==> src/rtl/reg_scoreboard.sv <==
// Register scoreboard: per-register pending-write counters, issue/stall and busy summary; combinational outputs, state updates on the next edge.
// issue_ready drops when the destination counter is saturated. Optional macro SCOREBOARD_WB_BYPASS_EN clears a stall when its last pending write-back lands this cycle.
module reg_scoreboard #(
    parameter int CNT_W = 2
) (
    input  logic        clk,
    input  logic        reset,
    input  logic        issue_valid,
    input  logic [4:0]  issue_reg,
    output logic        issue_ready,
    input  logic        wb_valid,
    input  logic [4:0]  wb_reg,
    input  logic [4:0]  readreg1,
    input  logic [4:0]  readreg2,
    output logic        stall1,
    output logic        stall2,
    output logic        stall,
    output logic [31:0] busy_vec,
    output logic        any_busy,
    output logic [4:0]  first_busy,
    output logic        underflow_err
);
    localparam logic [CNT_W-1:0] MAXCNT = '1;
    localparam logic [CNT_W-1:0] ONE    = CNT_W'(1);

    logic [CNT_W-1:0] count_q [32];
    logic [CNT_W-1:0] count_d [32];
    logic             underflow_q, underflow_d;
    logic             issue_acc, wb_act;

    assign issue_ready = (issue_reg == 5'd0) || (count_q[issue_reg] != MAXCNT);
    assign issue_acc   = issue_valid && issue_ready && (issue_reg != 5'd0);
    assign wb_act      = wb_valid && (wb_reg != 5'd0);

    always_comb begin
        for (int i = 0; i < 32; i++) count_d[i] = count_q[i];
        underflow_d = underflow_q;
        // Issue and write-back to the same register cancel out, even at count 0.
        if (!(issue_acc && wb_act && (issue_reg == wb_reg))) begin
            if (issue_acc) count_d[issue_reg] = count_q[issue_reg] + ONE;
            if (wb_act) begin
                if (count_q[wb_reg] != '0) count_d[wb_reg] = count_q[wb_reg] - ONE;
                else                       underflow_d     = 1'b1;
            end
        end
        count_d[0] = '0;
    end

    always_ff @(posedge clk) begin
        if (reset) begin
            for (int i = 0; i < 32; i++) count_q[i] <= '0;
            underflow_q <= 1'b0;
        end else begin
            for (int i = 0; i < 32; i++) count_q[i] <= count_d[i];
            underflow_q <= underflow_d;
        end
    end

    always_comb begin
        busy_vec   = '0;
        first_busy = 5'd0;
        for (int i = 0; i < 32; i++) busy_vec[i] = (count_q[i] != '0);
        // Scan downward so the lowest busy index is the last assignment.
        for (int i = 31; i >= 0; i--) begin
            if (busy_vec[i]) first_busy = 5'(i);
        end
    end

    assign any_busy      = |busy_vec;
    assign underflow_err = underflow_q;

`ifdef SCOREBOARD_WB_BYPASS_EN
    assign stall1 = busy_vec[readreg1] &&
                    !(wb_valid && (wb_reg == readreg1) && (count_q[readreg1] == ONE));
    assign stall2 = busy_vec[readreg2] &&
                    !(wb_valid && (wb_reg == readreg2) && (count_q[readreg2] == ONE));
`else
    assign stall1 = busy_vec[readreg1];
    assign stall2 = busy_vec[readreg2];
`endif
    assign stall = stall1 || stall2;

endmodule

==> config.mk <==
export PLATFORM = sky130hd
export DESIGN_NAME = reg_scoreboard
export DESIGN_NICKNAME = d
export VERILOG_FILES = /design/src/rtl/reg_scoreboard.sv
export SDC_FILE = /design/constraint.sdc
export NUM_CORES = 1
export LEC_CHECK = 0
export BUFFER_PORTS_ARGS = -buffer_cell sky130_fd_sc_hd__buf_2
export CORE_MARGIN = 3
export CORE_UTILIZATION = 50
export DETAILED_ROUTE_END_ITERATION = 12
export PLACE_DENSITY = 0.73
export SLEW_MARGIN = 10
export SYNTH_ARGS = -nofsm -noshare
export SYNTH_HDL_FRONTEND = slang
export SYNTH_SLANG_ARGS = --single-unit
==> constraint.sdc <==
create_clock -name clk -period 4.9 [get_ports clk]
set_input_delay 0.49 -clock clk [delete_from_list [all_inputs] [get_ports clk]]
set_output_delay 0.49 -clock clk [all_outputs]
set_load 0.01 [all_outputs]
# Word level (Yosys, flattened, before mapping)
# Memories as Yosys holds them, arrays and structs flattened.
# Index checks and enable logic that the tools add are counted.
totals:
  reg_bits: 1
  mem_bits_rw: 64
  output_inout_bits: 43
  n_memories: 1
memory_table:
  columns: ["name", "words", "word_bits", "rd", "rd_ports_with_merged_regs", "wr", "line_no", "rtl"]
  rows:
  - ["count_q", 32, 2, 34, 0, 32, "26", "logic [CNT_W-1:0] count_q [32];"]
op_classes:
  add_sub_neg: 2
  magnitude_cmp: 6
  n_eq_ne: 2
  mux: 82
  n_bitwise: 36
  n_reduce_logical: 47
op_table:
  columns: ["operator", "n"]
  rows:
  - ["2-to-1 mux 62 bit", 3]
  - ["2-to-1 mux 5 bit", 32]
  - ["bitwise mux 64 bit", 2]
  - ["2-to-1 mux 64 bit", 2]
  - ["2-to-1 mux 2 bit", 34]
  - ["nonzero test 2 bit", 33]
  - ["OR 1 bit", 32]
  - ["OR reduction 32 bit", 1]
  - ["demux 2 bit (select 5 bit)", 2]
  - ["greater-or-equal comparator 6 bit, second input constant", 2]
  - ["less-than comparator 5 x 6 -> 1 bit, second input constant", 2]
  - ["less-than comparator 6 x 1 -> 1 bit, second input constant", 2]
  - ["NOT 5 -> 6 bit", 2]
  - ["binary-select mux 1 bit (select 5 bit)", 2]
  - ["nonzero test 5 bit", 2]
  - ["logical AND 1 bit", 7]
  - ["equality test 5 bit", 1]
  - ["logical NOT 5 bit", 1]
  - ["2-to-1 mux 1 bit", 5]
  - ["AND reduction 3 bit", 1]
  - ["adder 2 x 1 -> 2 bit, second input constant", 1]
  - ["logical OR 1 bit", 2]
  - ["inequality test 2 bit, second input constant", 1]
  - ["NOT 1 bit", 2]
  - ["subtractor 2 x 1 -> 2 bit, second input constant", 1]

# Depth between registers and ports, before layout
# An unclocked memory read counts as a cell.
depth:
  word_depth: 34
  ltp_mapped: 18
  ltp_nobuf: 12

# Worst setup path after synthesis
# OpenSTA, ideal clock, no wires.
synth_path:
  path_kind: "input-to-reg"
  startpoint: "in issue_reg[1]"
  endpoint: "mem count_q[12][0]"
  setup_time_ns: 0.088
  t_arrival_ns: 3.515
  required_time_ns: 4.812
  slack_ns: 1.297
  cell_stages: 16
  path_buffers: 4
  cell_sequence: "buf_6 > mux4_2 > or3b_1 > a31oi_1 > or4_1 > buf_4 > buf_4 > inv_1 > ha_1 > nor2b_1 > and3_1 > clkbuf_1 > a21oi_1 > nor2_1 > nor2_1 > a311oi_2"
synth_lines:
  columns: ["element", "line_no", "rtl"]
  rows:
  - ["from (decl)", "9", "input logic [4:0] issue_reg,"]
  - ["to (decl)", "26", null]

==> impl_metrics.json <==
{
  "grt_setup_unrepaired": "no",
  "syn_area_um2": 5890,
  "synth_top_area_share_pct": 21.4,
  "synth_compound_area_share_pct": 24.9,
  "post-route-util_pct": 56.8,
  "yosys_register_bits": 63,
  "grt_pass1_wl_mm": 35.5,
  "combPwrFrac_pct": 23.7,
  "clkLatencyLatePin_ps": 350,
  "num_antenna_cells": 0,
  "syn_area_per_cell_um2": 7.80,
  "finalCritPeriodShare_pct": 83.9,
  "synth_commonest_cells": "103 x nor2_1, 63 x dfxtp_1, 61 x nand2_1, 55 x a21oi_1, 48 x o21ai_0",
  "synth_edf_count": 0,
  "cts.sinks": 63,
  "yosys.area.top_type": "dfxtp_1",
  "finalHoldViolations": 0,
  "track_usage_pct": 35.4,
  "setup_viol": 0,
  "seqPwrFrac_pct": 33.2,
  "synth_mux_area_share_pct": 18.9,
  "drive_gt1_share_pct": 21.6,
  "vias": 6775,
  "dr.pass1.iters": 6,
  "synth.most_common_cell": "nor2_1",
  "postCtsResizedCells": 0,
  "rows": 39,
  "fin_crit_ps": 4110,
  "reg2reg_depth": 12,
  "wl_met1_mm": 8.49,
  "slowest_delay_ps": 590,
  "swShare_pct": 31.7,
  "p_leak_uw": 0.00262,
  "finalMaxSlewViolations": 0,
  "wl_per_cell_um": 25.3,
  "dp_hpwl_mm": 16.5,
  "clkPwrFrac_pct": 43.1,
  "end_kind": "flop",
  "clkTransAtPathRegs_ps": 60,
  "holdPathEnd": "count_q[16][0]$_SDFFE_PP0N_",
  "dieArea_um2": 13100,
  "start_util_pct": 51.4,
  "setup_tns_ps": 0,
  "path_class": "input pin to flop",
  "globalRoute.totalOverflow": 0,
  "port_buffers": 65,
  "synthXorXnorAreaFrac_pct": 0.743,
  "cp.required_ps": 5080,
  "r2r_setup_slack_ps": 860,
  "holdBufCountCts": 0,
  "dieWidth_um": 115,
  "cap_violations": 0,
  "cellPowerDensity_nw_per_um2": 246,
  "critPathLaunch": "issue_reg[1]",
  "path_max_fanout": 20,
  "synthTopCellsByArea": "dfxtp_1 21%, mux4_2 15%, nor2_1 6.6%",
  "cp_data_arrival_time_ps": 4290,
  "gp_congestion": 1.05,
  "htreeDepth": 3,
  "syn_nets": 782,
  "start_kind": "input pin",
  "grt_pass1_vias": 6287,
  "route.met3.wl_mm": 3.47,
  "antenna_found_initial": 0,
  "rr_startpoint": "count_q[15][0]$_SDFFE_PP0N_",
  "synthSimpleGateAreaFrac_pct": 25.9,
  "synth_cells": 756,
  "drc": 0,
  "ys_types": 73,
  "power_switching_uw": 509,
  "vias_per_cell": 7.28,
  "io_pins": 67,
  "grt_max_degree": 46,
  "whs_path_depth": 2,
  "crit_slowest_cell": "nand3b_1",
  "min_from": "count_q[16][0]$_SDFFE_PP0N_",
  "ir_drop_uv": 145,
  "min-delay-path-class": "flop to flop",
  "tightest_slew_ps": 992,
  "fmax_mhz": 243,
  "synthArstFlopShare_pct": 0,
  "cts_tree": "built",
  "top_layer": "met4",
  "ant_nets": 0,
  "skew_ps": 6.76,
  "first_iter_violations": 964,
  "postCtsSetupRepairBufs": 0,
  "outcome": "completed",
  "p_int_uw": 1100,
  "path_cells": "buf_2, buf_4, mux4_2, or3b_1, a31oi_1, or4_1, inv_1, ha_1, nor2b_1, nand3b_1, o21ai_0, nand2_1, a211oi_1, nor3_1",
  "post-place-cells": 915,
  "r2r-end": "count_q[21][0]$_SDFFE_PP0N_",
  "nets": 809,
  "synth_top_family_by_area": "simple AND/OR/NAND/NOR gates",
  "yosysWarnings": 0,
  "seq_area_frac_synth_pct": 21.4,
  "cts_made_buffers": 9,
  "wl_mm": 23.5,
  "syn2layout_area_growth_pct": 10.5,
  "relSlewSlack_pct": 33.9,
  "cts-root-buf": "clkbuf_16",
  "fp.dieH_um": 115,
  "instances_no_fill": 931,
  "dr_wl_met2_mm": 10.1,
  "core_area_um2": 11500,
  "clockBufferDepth": 2,
  "synth_adder_area_share_pct": 0.425,
  "synth_ff_type": "dfxtp_1"
}
worst max-delay path, delay by kind of cell:
family / cells / cell delay [ps]
AOI/OAI and AO/OA: 3 / 980
adders and majority gates: 1 / 240
buffers and inverters: 3 / 500
muxes: 1 / 340
and+or+nand+nor: 6 / 1720
how the worst max path moves through the flow:
| stage | end | slack [ps] | cells after the start |
|---|---|---|---|
| 6_report | count_q[21][0]$_SDFFE_PP0N_ | 790 | 14 |
| 2_1_floorplan | count_q[12][0]$_SDFFE_PP0N_ | 1300 | 16 |
| 4_1_cts | count_q[9][0]$_SDFFE_PP0N_ | 1050 | 14 |
| 5_1_grt | count_q[5][0]$_SDFFE_PP0N_ | 700 | 12 |
| 3_5_place_dp | count_q[3][0]$_SDFFE_PP0N_ | 710 | 12 |
| 3_3_place_gp | count_q[13][0]$_SDFFE_PP0N_ | 780 | 14 |
power by group through the flow:
stage	registers (uW)	clock network (uW)	logic, uW
2_1_floorplan	539	0	249
3_3_place_gp	543	0	360
3_5_place_dp	544	0	366
4_1_cts	533	688	367
5_1_grt	534	715	399
6_report	533	691	381
registers in the layout, summed over array words and instances, names as in the netlist:
| signal | cells |
|---|---|
| count_q | 62 |
| underflow_err | 1 |
cell type report:
type / count / area, um2
clock inverter: 4 / 70.1
clock buffer: 12 / 236
fill: 1068 / 4950
sequential: 63 / 1260
multi-input combinational: 592 / 4190
tap: 143 / 179
inverter: 35 / 131
timing repair buffer: 82 / 453
metal layers:
metal / global-route usage (%) / vias to the layer above
met2: 53.3 / 580
met1: 44.8 / 3146
met5: 0 / -
met3: 11.2 / 122
met4: 20.2 / 0
li1: - / 2927
kinds of logic (layout without fill, tap and decap cells):
group / Yosys count / count (layout)
AO/OA/AOI/OAI: 219 / 219
adder cells (fa/ha/maj): 2 / 2
XOR/XNOR: 5 / 5
multiplexers: 62 / 62
buffers and inverters: 101 / 133
AND/OR/NAND/NOR: 303 / 303
other: 1 / 1
flip-flops: 63 / 63
metrics by stage:
stage / hold slack [ps] / power (uW) / cell area (um2) / setup WS [ps]
floorplan: 458 / 789 / 5890 / 1300
global placement: 474 / 903 / 6210 / 775
detailed placement: 481 / 910 / 6210 / 709
CTS: 489 / 1590 / 6520 / 1050
global route: 519 / 1650 / 6520 / 703
finish: 497 / 1610 / 6520 / 788
layout by cell type, fill, tap and decap left out, types with 4 or more instances in the layout:
cell type,Yosys,routed
a211oi_1,12,12
a21oi_1,55,55
a221oi_1,12,12
a22oi_1,25,25
a31oi_1,9,9
and3b_1,4,4
buf_2,9,65
buf_4,5,17
clkbuf_16,0,9
dfxtp_1,63,63
inv_1,35,35
mux2_2,11,11
mux2i_1,11,11
mux4_2,38,38
nand2_1,61,61
nand3_1,15,15
nand3b_1,6,6
nand4_1,21,21
nor2_1,103,103
nor2b_1,4,4
nor3_1,29,29
nor3b_1,9,9
nor4_1,11,11
o211ai_1,4,4
o21ai_0,48,48
o221a_2,7,7
o22ai_1,8,8
o31ai_1,5,5
or2_2,6,6
or3_1,4,4
xor2_1,5,5
Power figures use the tool's default switching activity.
